==> src/rtl/proc_debug_pkg.sv <==
// Shared debug-control types: run-mode encoding used by the
// step controller and by the debug display mux.
package proc_debug_pkg;

  typedef enum logic [1:0] {
    MODE_HALT  = 2'd0,
    MODE_RUN   = 2'd1,
    MODE_BREAK = 2'd2
  } mode_e;

  localparam int STEP_CNT_W = 16;

endpackage

==> src/rtl/step_controller_rate_counter.sv <==
// Run-rate prescaler: counts cycles while run is high, ticks when
// count reaches Peff-1 (Period=0 acts as 1), then restarts at 0.
// Ports: clk, rst, run, clear, period[DIV_WIDTH], tick.
module rate_counter #(
  parameter int DIV_WIDTH = 24
) (
  input  logic                 clk,
  input  logic                 rst,
  input  logic                 run,
  input  logic                 clear,
  input  logic [DIV_WIDTH-1:0] period,
  output logic                 tick
);

  logic [DIV_WIDTH-1:0] count_q;
  logic [DIV_WIDTH-1:0] last;

  assign last = (period == '0) ? '0
              : period - DIV_WIDTH'(1);

  // ">=" so a period shrunk below the current count
  // ticks at once instead of wrapping the counter.
  assign tick = run & (count_q >= last);

  always_ff @(posedge clk or posedge rst) begin
    if (rst) begin
      count_q <= '0;
    end else if (clear) begin
      count_q <= '0;
    end else if (run) begin
      count_q <= tick ? '0
               : count_q + DIV_WIDTH'(1);
    end
  end

endmodule

==> src/rtl/step_controller.sv <==
// Processor step/run/break controller issuing one-cycle clock
// enables. Ports: Clock, Reset, StepReq, RunReq, HaltReq,
// Period, BrkEnable, BrkAddr, PC -> ProcEnable, Mode,
// BreakHit, StepCount.
module step_controller
  import proc_debug_pkg::*;
#(
  parameter int PC_WIDTH  = 7,
  parameter int DIV_WIDTH = 24
) (
  input  logic                 Clock,
  input  logic                 Reset,
  input  logic                 StepReq,
  input  logic                 RunReq,
  input  logic                 HaltReq,
  input  logic [DIV_WIDTH-1:0] Period,
  input  logic                 BrkEnable,
  input  logic [PC_WIDTH-1:0]  BrkAddr,
  input  logic [PC_WIDTH-1:0]  PC,
  output logic                 ProcEnable,
  output logic [1:0]           Mode,
  output logic                 BreakHit,
  output logic [15:0]          StepCount
);

  mode_e state_q;
  mode_e state_d;
  logic  en_d;
  logic  first_q;
  logic  first_d;
  logic  clear;
  logic  tick;
  logic  brk_match;

  rate_counter #(
    .DIV_WIDTH(DIV_WIDTH)
  ) u_rate (
    .clk   (Clock),
    .rst   (Reset),
    .run   (state_q == MODE_RUN),
    .clear (clear),
    .period(Period),
    .tick  (tick)
  );

  // The first tick after entering RUN is exempt so a run
  // can leave a PC parked on the breakpoint.
  assign brk_match = BrkEnable & (PC == BrkAddr) & ~first_q;

  always_comb begin
    state_d = state_q;
    en_d    = 1'b0;
    first_d = first_q;
    clear   = 1'b0;
    case (state_q)
      MODE_HALT, MODE_BREAK: begin
        if (HaltReq) begin
          state_d = MODE_HALT;
        end else if (StepReq) begin
          state_d = MODE_HALT;
          en_d    = 1'b1;
        end else if (RunReq) begin
          state_d = MODE_RUN;
          clear   = 1'b1;
          first_d = 1'b1;
        end
      end
      MODE_RUN: begin
        if (HaltReq) begin
          state_d = MODE_HALT;
        end else if (tick) begin
          if (brk_match) begin
            state_d = MODE_BREAK;
          end else begin
            en_d    = 1'b1;
            first_d = 1'b0;
          end
        end
      end
      default: state_d = MODE_HALT;
    endcase
  end

  always_ff @(posedge Clock or posedge Reset) begin
    if (Reset) begin
      state_q    <= MODE_HALT;
      ProcEnable <= 1'b0;
      first_q    <= 1'b0;
      StepCount  <= '0;
    end else begin
      state_q    <= state_d;
      ProcEnable <= en_d;
      first_q    <= first_d;
      StepCount  <= StepCount + {15'd0, ProcEnable};
    end
  end

  assign Mode     = state_q;
  assign BreakHit = (state_q == MODE_BREAK);

endmodule
==> config.mk <==
export PLATFORM = sky130hd
export DESIGN_NAME = step_controller
export DESIGN_NICKNAME = d
export VERILOG_FILES = /design/src/rtl/proc_debug_pkg.sv /design/src/rtl/step_controller_rate_counter.sv /design/src/rtl/step_controller.sv
export SDC_FILE = /design/constraint.sdc
export NUM_CORES = 1
export LEC_CHECK = 0
export CORE_MARGIN = 2
export CORE_UTILIZATION = 40
export DETAILED_ROUTE_END_ITERATION = 16
export PLACE_DENSITY = 0.74
export SETUP_SLACK_MARGIN = 0.5
export SYNTH_ARGS = -nofsm -noshare
export SYNTH_HDL_FRONTEND = slang
export SYNTH_SLANG_ARGS = --single-unit
==> constraint.sdc <==
create_clock -name Clock -period 2.6 [get_ports Clock]
set_clock_uncertainty 0.05 [all_clocks]
set_input_delay 0.52 -clock Clock [delete_from_list [all_inputs] [get_ports Clock]]
set_output_delay 0.52 -clock Clock [all_outputs]
set_load 0.005 [all_outputs]
# After elaboration in Yosys (flattened, before gate mapping)

Index checks and enable logic that the tools add are counted.
Widths: inputs -> output; s select.

Bitwise logic cells: 4
Div/mod/pow operators: 0
Mux-type cells: 28
$lt $le $gt $ge: 1
Add/subtract/negate cells: 3
Shift-type cells: 0
Multipliers: 0
Eq/ne operators: 12
Reductions and logical operators: 7

Operators by type and width:

| kind                  | count |
|---|---|
| $mux 24               | 4 |
| $add 24x1->24 const B | 1 |
| $ge 24x24->1          | 1 |
| $logic_not 24->1      | 1 |
| $sub 24x1->24 const B | 1 |
| $add 16x1->16         | 1 |
| $mux 1                | 15 |
| $mux 2                | 6 |
| $ne 2x2->1 const B    | 6 |
| $eq 7x7->1            | 1 |
| $reduce_and 7->1      | 1 |
| $ne 3x3->1 const B    | 2 |
| $ne 4x4->1 const B    | 1 |
| $pmux 1 s2            | 2 |
| $pmux 2 s2            | 1 |
| $reduce_bool 2->1     | 2 |
| $and 1x1->1           | 3 |
| $reduce_and 3->1      | 1 |
| $eq 2x1->1 const B    | 1 |
| $eq 2x2->1 const B    | 1 |
| $logic_not 2->1       | 1 |
| $reduce_or 2->1       | 1 |
| $not 1->1             | 1 |

Register bits: 44
Latch bits: 0
Word-level logic and storage cells: 60
RAM bits: 0
Memory bits (read-only): 0
Output and inout port bits: 20
Memories kept: 0

# Logic depth before layout (Yosys ltp)

Gate-level depths: netlist (run 1).

Depth after elaboration: 7
Depth in mapped cells: 15
Mapped depth without buffers: 14

# By module

Synthesis (run 1) repeated with hierarchy kept, for this count alone.

Cells, all modules: 437
Area total of the unflattened synthesis: 3634.7 um^2

By module, submodules not included:

| module          | area an instance (um^2) | instances | cells an instance |
|---|---|---|---|
| rate_counter    | 2663.8                  | 1         | 353 |
| step_controller | 970.9                   | 1         | 84 |

# Worst setup path after synthesis (run 1)

Ideal clock, no wire load.

Path type: input to register
Start point: input port Period[5]
End point: register u_rate.count_q[3]
Library setup time: 141 ps
Stages on the path: 14
Required time: 2409 ps
Arrival time: 4056 ps
Setup slack: -1647 ps
Path through: or4_4 -> or4_4 -> or3_4 -> or3_1 -> xnor2_1 -> nand2_1 -> ha_1 -> nand4_1 -> or4_1 -> a21o_1 -> a31oi_1 -> o31a_1 -> clkbuf_1 -> nor4_1

Longest elaborated chain between the ends: 7
Elaborated cells between the ends (all ways): 8
Classes of those cells: 1 x add/sub; 1 x order compare; 4 x mux; 1 x bitwise; 1 x reduce/logical

RTL lines:

| what                                                     | RTL line                                                               | text |
|---|---|---|
| start, declared                                          | step_controller.sv:16                                                  | `input logic [DIV_WIDTH-1:0] Period,` |
| $sub 24x1->24 / $logic_not 24->1 (equally long branches) | step_controller_rate_counter.sv:19, step_controller_rate_counter.sv:18 |  |
| $mux 24 *                                                | step_controller_rate_counter.sv:18                                     | `assign last = (period == '0) ? '0` |
| $ge 24x24->1 *                                           | step_controller_rate_counter.sv:23                                     | `assign tick = run & (count_q >= last);` |
| $and 1x1->1 *                                            | step_controller_rate_counter.sv:23                                     |  |
| $mux 24 *                                                | step_controller_rate_counter.sv:31                                     | `count_q <= tick ? '0` |
| $mux 24 *                                                | step_controller_rate_counter.sv:30                                     | `end else if (run) begin` |
| $mux 24 *                                                | step_controller_rate_counter.sv:28                                     | `end else if (clear) begin` |
| end signal, assigned                                     | step_controller_rate_counter.sv:31                                     |  |
| end, declared                                            | step_controller_rate_counter.sv:15                                     | `logic [DIV_WIDTH-1:0] count_q;` |

Mark *: on every way between the ends. The rest lies on a longest branch, timed or not. The select of a mux whose other input is x is not followed.
A chain may end at the register's enable or synchronous reset.

# Worst setup path after layout (run 1)

Start point: input port Period[8]
End point: register u_rate.count_q[4]

Same word-level chain as after synthesis.

==> flow_summary.ini, run 1 <==
[detailed_routing]
drtAntennaViolNets = 0
via_per_inst = 5.42
drc = 0
routedWlPerCell_um = 14.6
drt_iter0_drc = 334
wl_mm = 8.65
vias = 3207
firstDrtPassIters = 5

[clocking]
ctsHoldBuffers = 0
clockBufferDepth = 2
insertion_delay_ns = 0.31
cts_buffers = 5
cts.sinks = 44
cts_tree = yes
clk_pin_slew_worst_paths_ns = 0.09
h-tree-depth = 2
cts-root-buf = clkbuf_8

[timing]
hold_violations = 0
fmax_ghz = 0.239
finalWorstSetupSlack_ns = -1.58
fin_crit_sh_pct = 161
rsz0062_at_grt = yes
fin_crit_ns = 4.18
slew_headroom_pct = 63.7
setup_viol = 28
maxSlewViolCount = 0
tightest_slew_ns = 0.544

[floorplan]
core_um2 = 7770
die_x_um = 93.8
num_rows = 32
start_util_pct = 41.5
ioPinCount = 64
die_h_um = 93.8
die-area_um2 = 8790

[worst_setup_path]
startpoint_type = input port
critPathKind = in -> reg
slowest_delay_ns = 0.53
arrival_ns = 4.32
cp_slowest_cell = or4_1
endpoint_kind = register
cp_cell_sequence = clkdlybuf4s50_1 > or3_4 > nor3_4 > buf_4 > nand4b_1 > or3_4 > buf_6 > nand2_1 > ha_1 > nand4_1 > or4_1 > a21o_1 > a31oi_2 > o31a_1 > buf_6 > buf_12 > buf_12 > nor4_4
cp.required_ns = 2.73
crit_fanout = 7

[synthesis]
synth.net_count = 435
synth_edf_count = 0
synthDistinctLibCells = 46
syn_inst = 362
synth-seq-area-share_pct = 34.2
ys_top_cells_by_area = dfrtp_1, ha_1, xnor2_1
synth_top_area_share_pct = 34.2
syn_avg_cell_area_um2 = 8.90
synth_top_area_cell = dfrtp_1
yosys_warnings = 0
synth_flop_cell = dfrtp_1
syn_area_um2 = 3220
synth-seq-cells = 44
ys_async_sr_fraction_pct = 100

[finish]
ff_latch_area_um2 = 1100
layout.nets = 562
nFillCells = 605
fin_area_um2 = 4970
drive_gt1_share_pct = 26.5
area_delta_synth_final_pct = 54.1
diodes = 0
multi_input_area_um2 = 2370

[place]
place.gp.congestion = 0.886
dp_worst_setup_slack_ns = -2.04
io_buffers = 63
post_dp_cell_area_um2 = 4370
detailed_place_hpwl_mm = 5.84

[outcome]
outcome = finished, violations left
failed_checks = negative setup slack

[run]
drv_cap = 0

[power]
power.internal_w = 0.00120
p_leak_nw = 2.18
switching_power_w = 0.000501
p_clk_share_pct = 26.4
pwr_density_cell_nw_per_um2 = 343
pwr-share-seq_pct = 46.9
irDropWorstVdd_uv = 202
p_comb_share_pct = 26.6
p_sw_share_pct = 29.4

[grt]
grt_pass1_vias = 3128
antenna_found_initial = 0
grt_max_degree = 45
grt_first_pass_wirelength_mm = 13.8
overflow = 0
grt_usage_pct = 19.5

[worst_hold_path]
hold_class = reg -> reg
## final timing paths
path	slack, ns	to	from	cells past startpoint
min	0.44	StepCount[5]	StepCount[5]	1
max	-1.58	u_rate.count_q[4]	Period[8]	18
min reg2reg	0.44	StepCount[5]	StepCount[5]	1
max reg2reg	-0.04	u_rate.count_q[4]	u_rate.count_q[17]	10
max in group asynchronous	1.52	StepCount[4]	Reset	3
min in group asynchronous	0.60	StepCount[9]	Reset	3
## cell usage in the layout (no fill, tap or decap), drive strengths merged, types with 5 or more instances in the layout
cell            n
and2            5
or4             5
and3            9
or3             8
nor3           31
inv             8
buf            71
o21ai           6
nor4            6
xnor2          32
clkdlybuf4s50  55
a21oi          11
clkbuf          5
xor2           27
ha             29
dfrtp          44
nand2          38
nand4          11
nand3          21
nor2           27
## metrics by stage
stage                     util, %  total power [W]  TNS, ns  hold WS, ns  cells
after floorplan                 -         0.000972   -41.54        0.418    362
after global placement       56.3          0.00121   -54.54        0.412    571
after detailed placement     56.3          0.00122   -56.34        0.426    571
after CTS                    60.4          0.00166   -42.89        0.441    589
after global routing         63.9          0.00180   -44.32        0.475    592
final                        63.9          0.00170   -42.15        0.440    592
## power groups by stage
stage          registers, W  clock network, W  logic, W
2_1_floorplan      0.000804                 0  0.000168
3_3_place_gp       0.000808                 0  0.000399
3_5_place_dp       0.000812                 0  0.000413
4_1_cts            0.000798          0.000444  0.000421
5_1_grt            0.000813          0.000482  0.000506
6_report           0.000799          0.000450  0.000453
## routing by layer
metal,track usage [%],share of wire (%),up-vias
li1,-,-,1545
met1,23.4,42,1509
met2,35.1,50,127
met3,2.89,5.0,26
met4,7.61,3.4,0
met5,0,0,-
## registers in the layout, indices dropped and copies added (netlist names)
name,flops
u_rate.count_q,24
first_q,1
Mode,2
ProcEnable,1
StepCount,16
## critical path, delay by kind of cell
family	cells	cell delay, ns
AOI/OAI and AO/OA	3	0.58
adders and majority gates	1	0.20
buffers and inverters	6	1.06
and+or+nand+nor	8	1.93
## kinds of logic (layout without fill, tap and decap cells)
group / after synthesis / in the layout / share of synthesized area (%)
flops: 44 / 44 / 34.2
compound gates: 37 / 37 / 7.73
fa+ha+maj: 29 / 29 / 11.3
simple gates: 174 / 174 / 28.6
xor+xnor: 59 / 59 / 16.0
buf+inv: 19 / 147 / 2.25
## synthesized netlist by cell type (all sizes together) (2+ instances only)
cell type,count
a21o,4
a21oi,11
a31oi,2
and2,5
and3,9
buf,2
clkbuf,9
dfrtp,44
ha,29
inv,8
nand2,38
nand2b,3
nand3,21
nand4,11
nor2,27
nor2b,3
nor3,31
nor4,6
o2111ai,2
o21ai,6
o31ai,2
or3,8
or3b,2
or4,5
xnor2,32
xor2,27
## cell type report
type	instances	share of cell area, %
Inverter	8	0.605
Tap cell	102	2.57
Clock buffer	5	1.39
Clock inverter	3	0.479
Multi-Input combinational cell	299	47.8
Sequential cell	44	22.2
Timing Repair Buffer	131	25.0
## what timing repair did
action | 4_1_cts | 5_1_grt
buffers inserted | 8 | 3
pin swaps | 16 | 28
hold endpoints to repair | 0 | 0
endpoints found under the setup margin | 28 | 28
cloned | 2 | 0
gates resized for setup | 34 | 42
Power figures use the tool's default switching activity.
==> inputs of run 2 (changes only) <==
--- a/config.mk
+++ b/config.mk
@@ -13,3 +13,4 @@
 export SYNTH_ARGS = -nofsm -noshare
 export SYNTH_HDL_FRONTEND = slang
 export SYNTH_SLANG_ARGS = --single-unit
+export TNS_END_PERCENT = 30
==> flow_summary.ini, run 2 (synthesized netlist as in run 1, its figures left out) <==
[floorplan]
start_util_pct = 41.5
die_h_um = 93.8
die_x_um = 93.8
num_rows = 32
die-area_um2 = 8790
core_um2 = 7770
ioPinCount = 64

[timing]
fmax_ghz = 0.241
hold_violations = 0
fin_crit_ns = 4.14
finalWorstSetupSlack_ns = -1.54
fin_crit_sh_pct = 159
setup_viol = 28
tightest_slew_ns = 0.530
slew_headroom_pct = 64.6
maxSlewViolCount = 0
rsz0062_at_grt = yes
setup_tns_ns = -40.52

[outcome]
outcome = finished, violations left
failed_checks = negative setup slack

[worst_setup_path]
rr_worst_depth = 10
cp_slowest_cell = or4_4
cp.required_ns = 2.71
critPathKind = in -> reg
crit_end = u_rate.count_q[16]
crit_fanout = 6
startpoint_type = input port
slowest_delay_ns = 0.53
endpoint_kind = register
cp-startpoint = Period[5]
arrival_ns = 4.25
r2r_start = u_rate.count_q[17]
worst_r2r_endpoint = u_rate.count_q[16]
r2r_slack_ns = -0.04
cp_cell_sequence = buf_6 > or4_4 > or4_4 > or3_4 > or3_1 > xnor2_1 > nand2_1 > ha_1 > nand4_1 > or4_1 > a21o_1 > a31oi_2 > o31a_1 > buf_6 > buf_12 > buf_12 > nor3_1

[clocking]
clk_pin_slew_worst_paths_ns = 0.08
cts_buffers = 5
insertion_delay_ns = 0.29
cts.sinks = 44
cts-root-buf = clkbuf_8
cts_tree = yes
ctsHoldBuffers = 0
h-tree-depth = 2
clockBufferDepth = 2

[detailed_routing]
drt_iter0_drc = 197
wl_mm = 7.93
via_per_inst = 5.20
routedWlPerCell_um = 13.5
vias = 3057
firstDrtPassIters = 4
drtAntennaViolNets = 0
drc = 0

[finish]
final_cell_mix = buf_4, clkdlybuf4s50_1, dfrtp_1
diodes = 0
drive_gt1_share_pct = 21.0
final_cells = 588
final_core_util_pct = 60.7
fin_area_um2 = 4710
layout.nets = 558
largest_register = u_rate.count_q
nFillCells = 680
area_delta_synth_final_pct = 46.2
final_common_cell = buf_4
largest_reg_flops = 24

[place]
detailed_place_hpwl_mm = 5.83
place.gp.congestion = 0.858
post_dp_cell_area_um2 = 4350
io_buffers = 63
placed_cells = 569

[grt]
grt_max_degree = 45
antenna_found_initial = 0
overflow = 0
grt_pass1_vias = 2989
grt_usage_pct = 18.3
grt_first_pass_wirelength_mm = 13.0

[worst_hold_path]
hold_class = reg -> reg

[power]
pwr_density_cell_nw_per_um2 = 367
irDropWorstVdd_uv = 208
p_leak_nw = 2.16

[run]
drv_cap = 0
run 2: worst min-delay path by stage:
stage | start | endpoint | slack [ns] | cells after the start
detailed placement | StepCount[15] | StepCount[15] | 0.43 | 1
global placement | StepCount[15] | StepCount[15] | 0.41 | 1
global route | StepCount[15] | StepCount[15] | 0.45 | 1
finish | StepCount[15] | StepCount[15] | 0.43 | 1
CTS | StepCount[15] | StepCount[15] | 0.44 | 1
floorplan | StepCount[15] | StepCount[15] | 0.42 | 1
run 2: cell type report:
class                   instances  area [µm²]  share of cell area, %
repair buffers                127        1170                   24.9
inverters                       8        30.0                  0.637
well taps                     102         128                   2.71
clock buffers                   6        72.6                   1.54
multi-input cells             299        2170                   46.1
flip-flops and latches         44        1100                   23.4
clock inverters                 2        35.0                  0.743
run 2: power by group:
group          internal (W)  switching, W
clock              0.000285      0.000220
sequential         0.000737     0.0000610
combinational      0.000260      0.000167
total               0.00128      0.000448
run 2: per-stage QoR:
| step | worst slack (ns) | total power, W | hold WS (ns) |
|---|---|---|---|
| floorplan | -1.52 | 0.000971 | 0.418 |
| global placement | -1.96 | 0.00121 | 0.412 |
| detailed placement | -2.06 | 0.00122 | 0.426 |
| CTS | -1.52 | 0.00173 | 0.442 |
| global route | -1.67 | 0.00184 | 0.454 |
| finish | -1.54 | 0.00173 | 0.431 |
run 2: critical path: cells and delay by family:
kind | cells | cell delay, ns
adder cells (fa/ha/maj) | 1 | 0.30
AO/OA/AOI/OAI | 3 | 0.57
XOR/XNOR | 1 | 0.14
buffers and inverters | 4 | 0.45
AND/OR/NAND/NOR | 8 | 2.27
run 2: layer usage:
layer  up-vias  routed length [µm]  global-route usage, %  part of all wire (%)
li1       1541                   -                      -                     -
met1      1420                3470                   22.2                    44
met2        84                4090                   33.3                    51
met3        12                 267                   2.49                   3.4
met4         0                 111                   5.31                   1.4
met5         -                   0                      0                     0
run 2: timing repair:
item	4_1_cts	5_1_grt
resized for setup	35	17
pin swaps	8	9
setup buffers	6	2
setup endpoints to repair	28	28
gates cloned	3	0
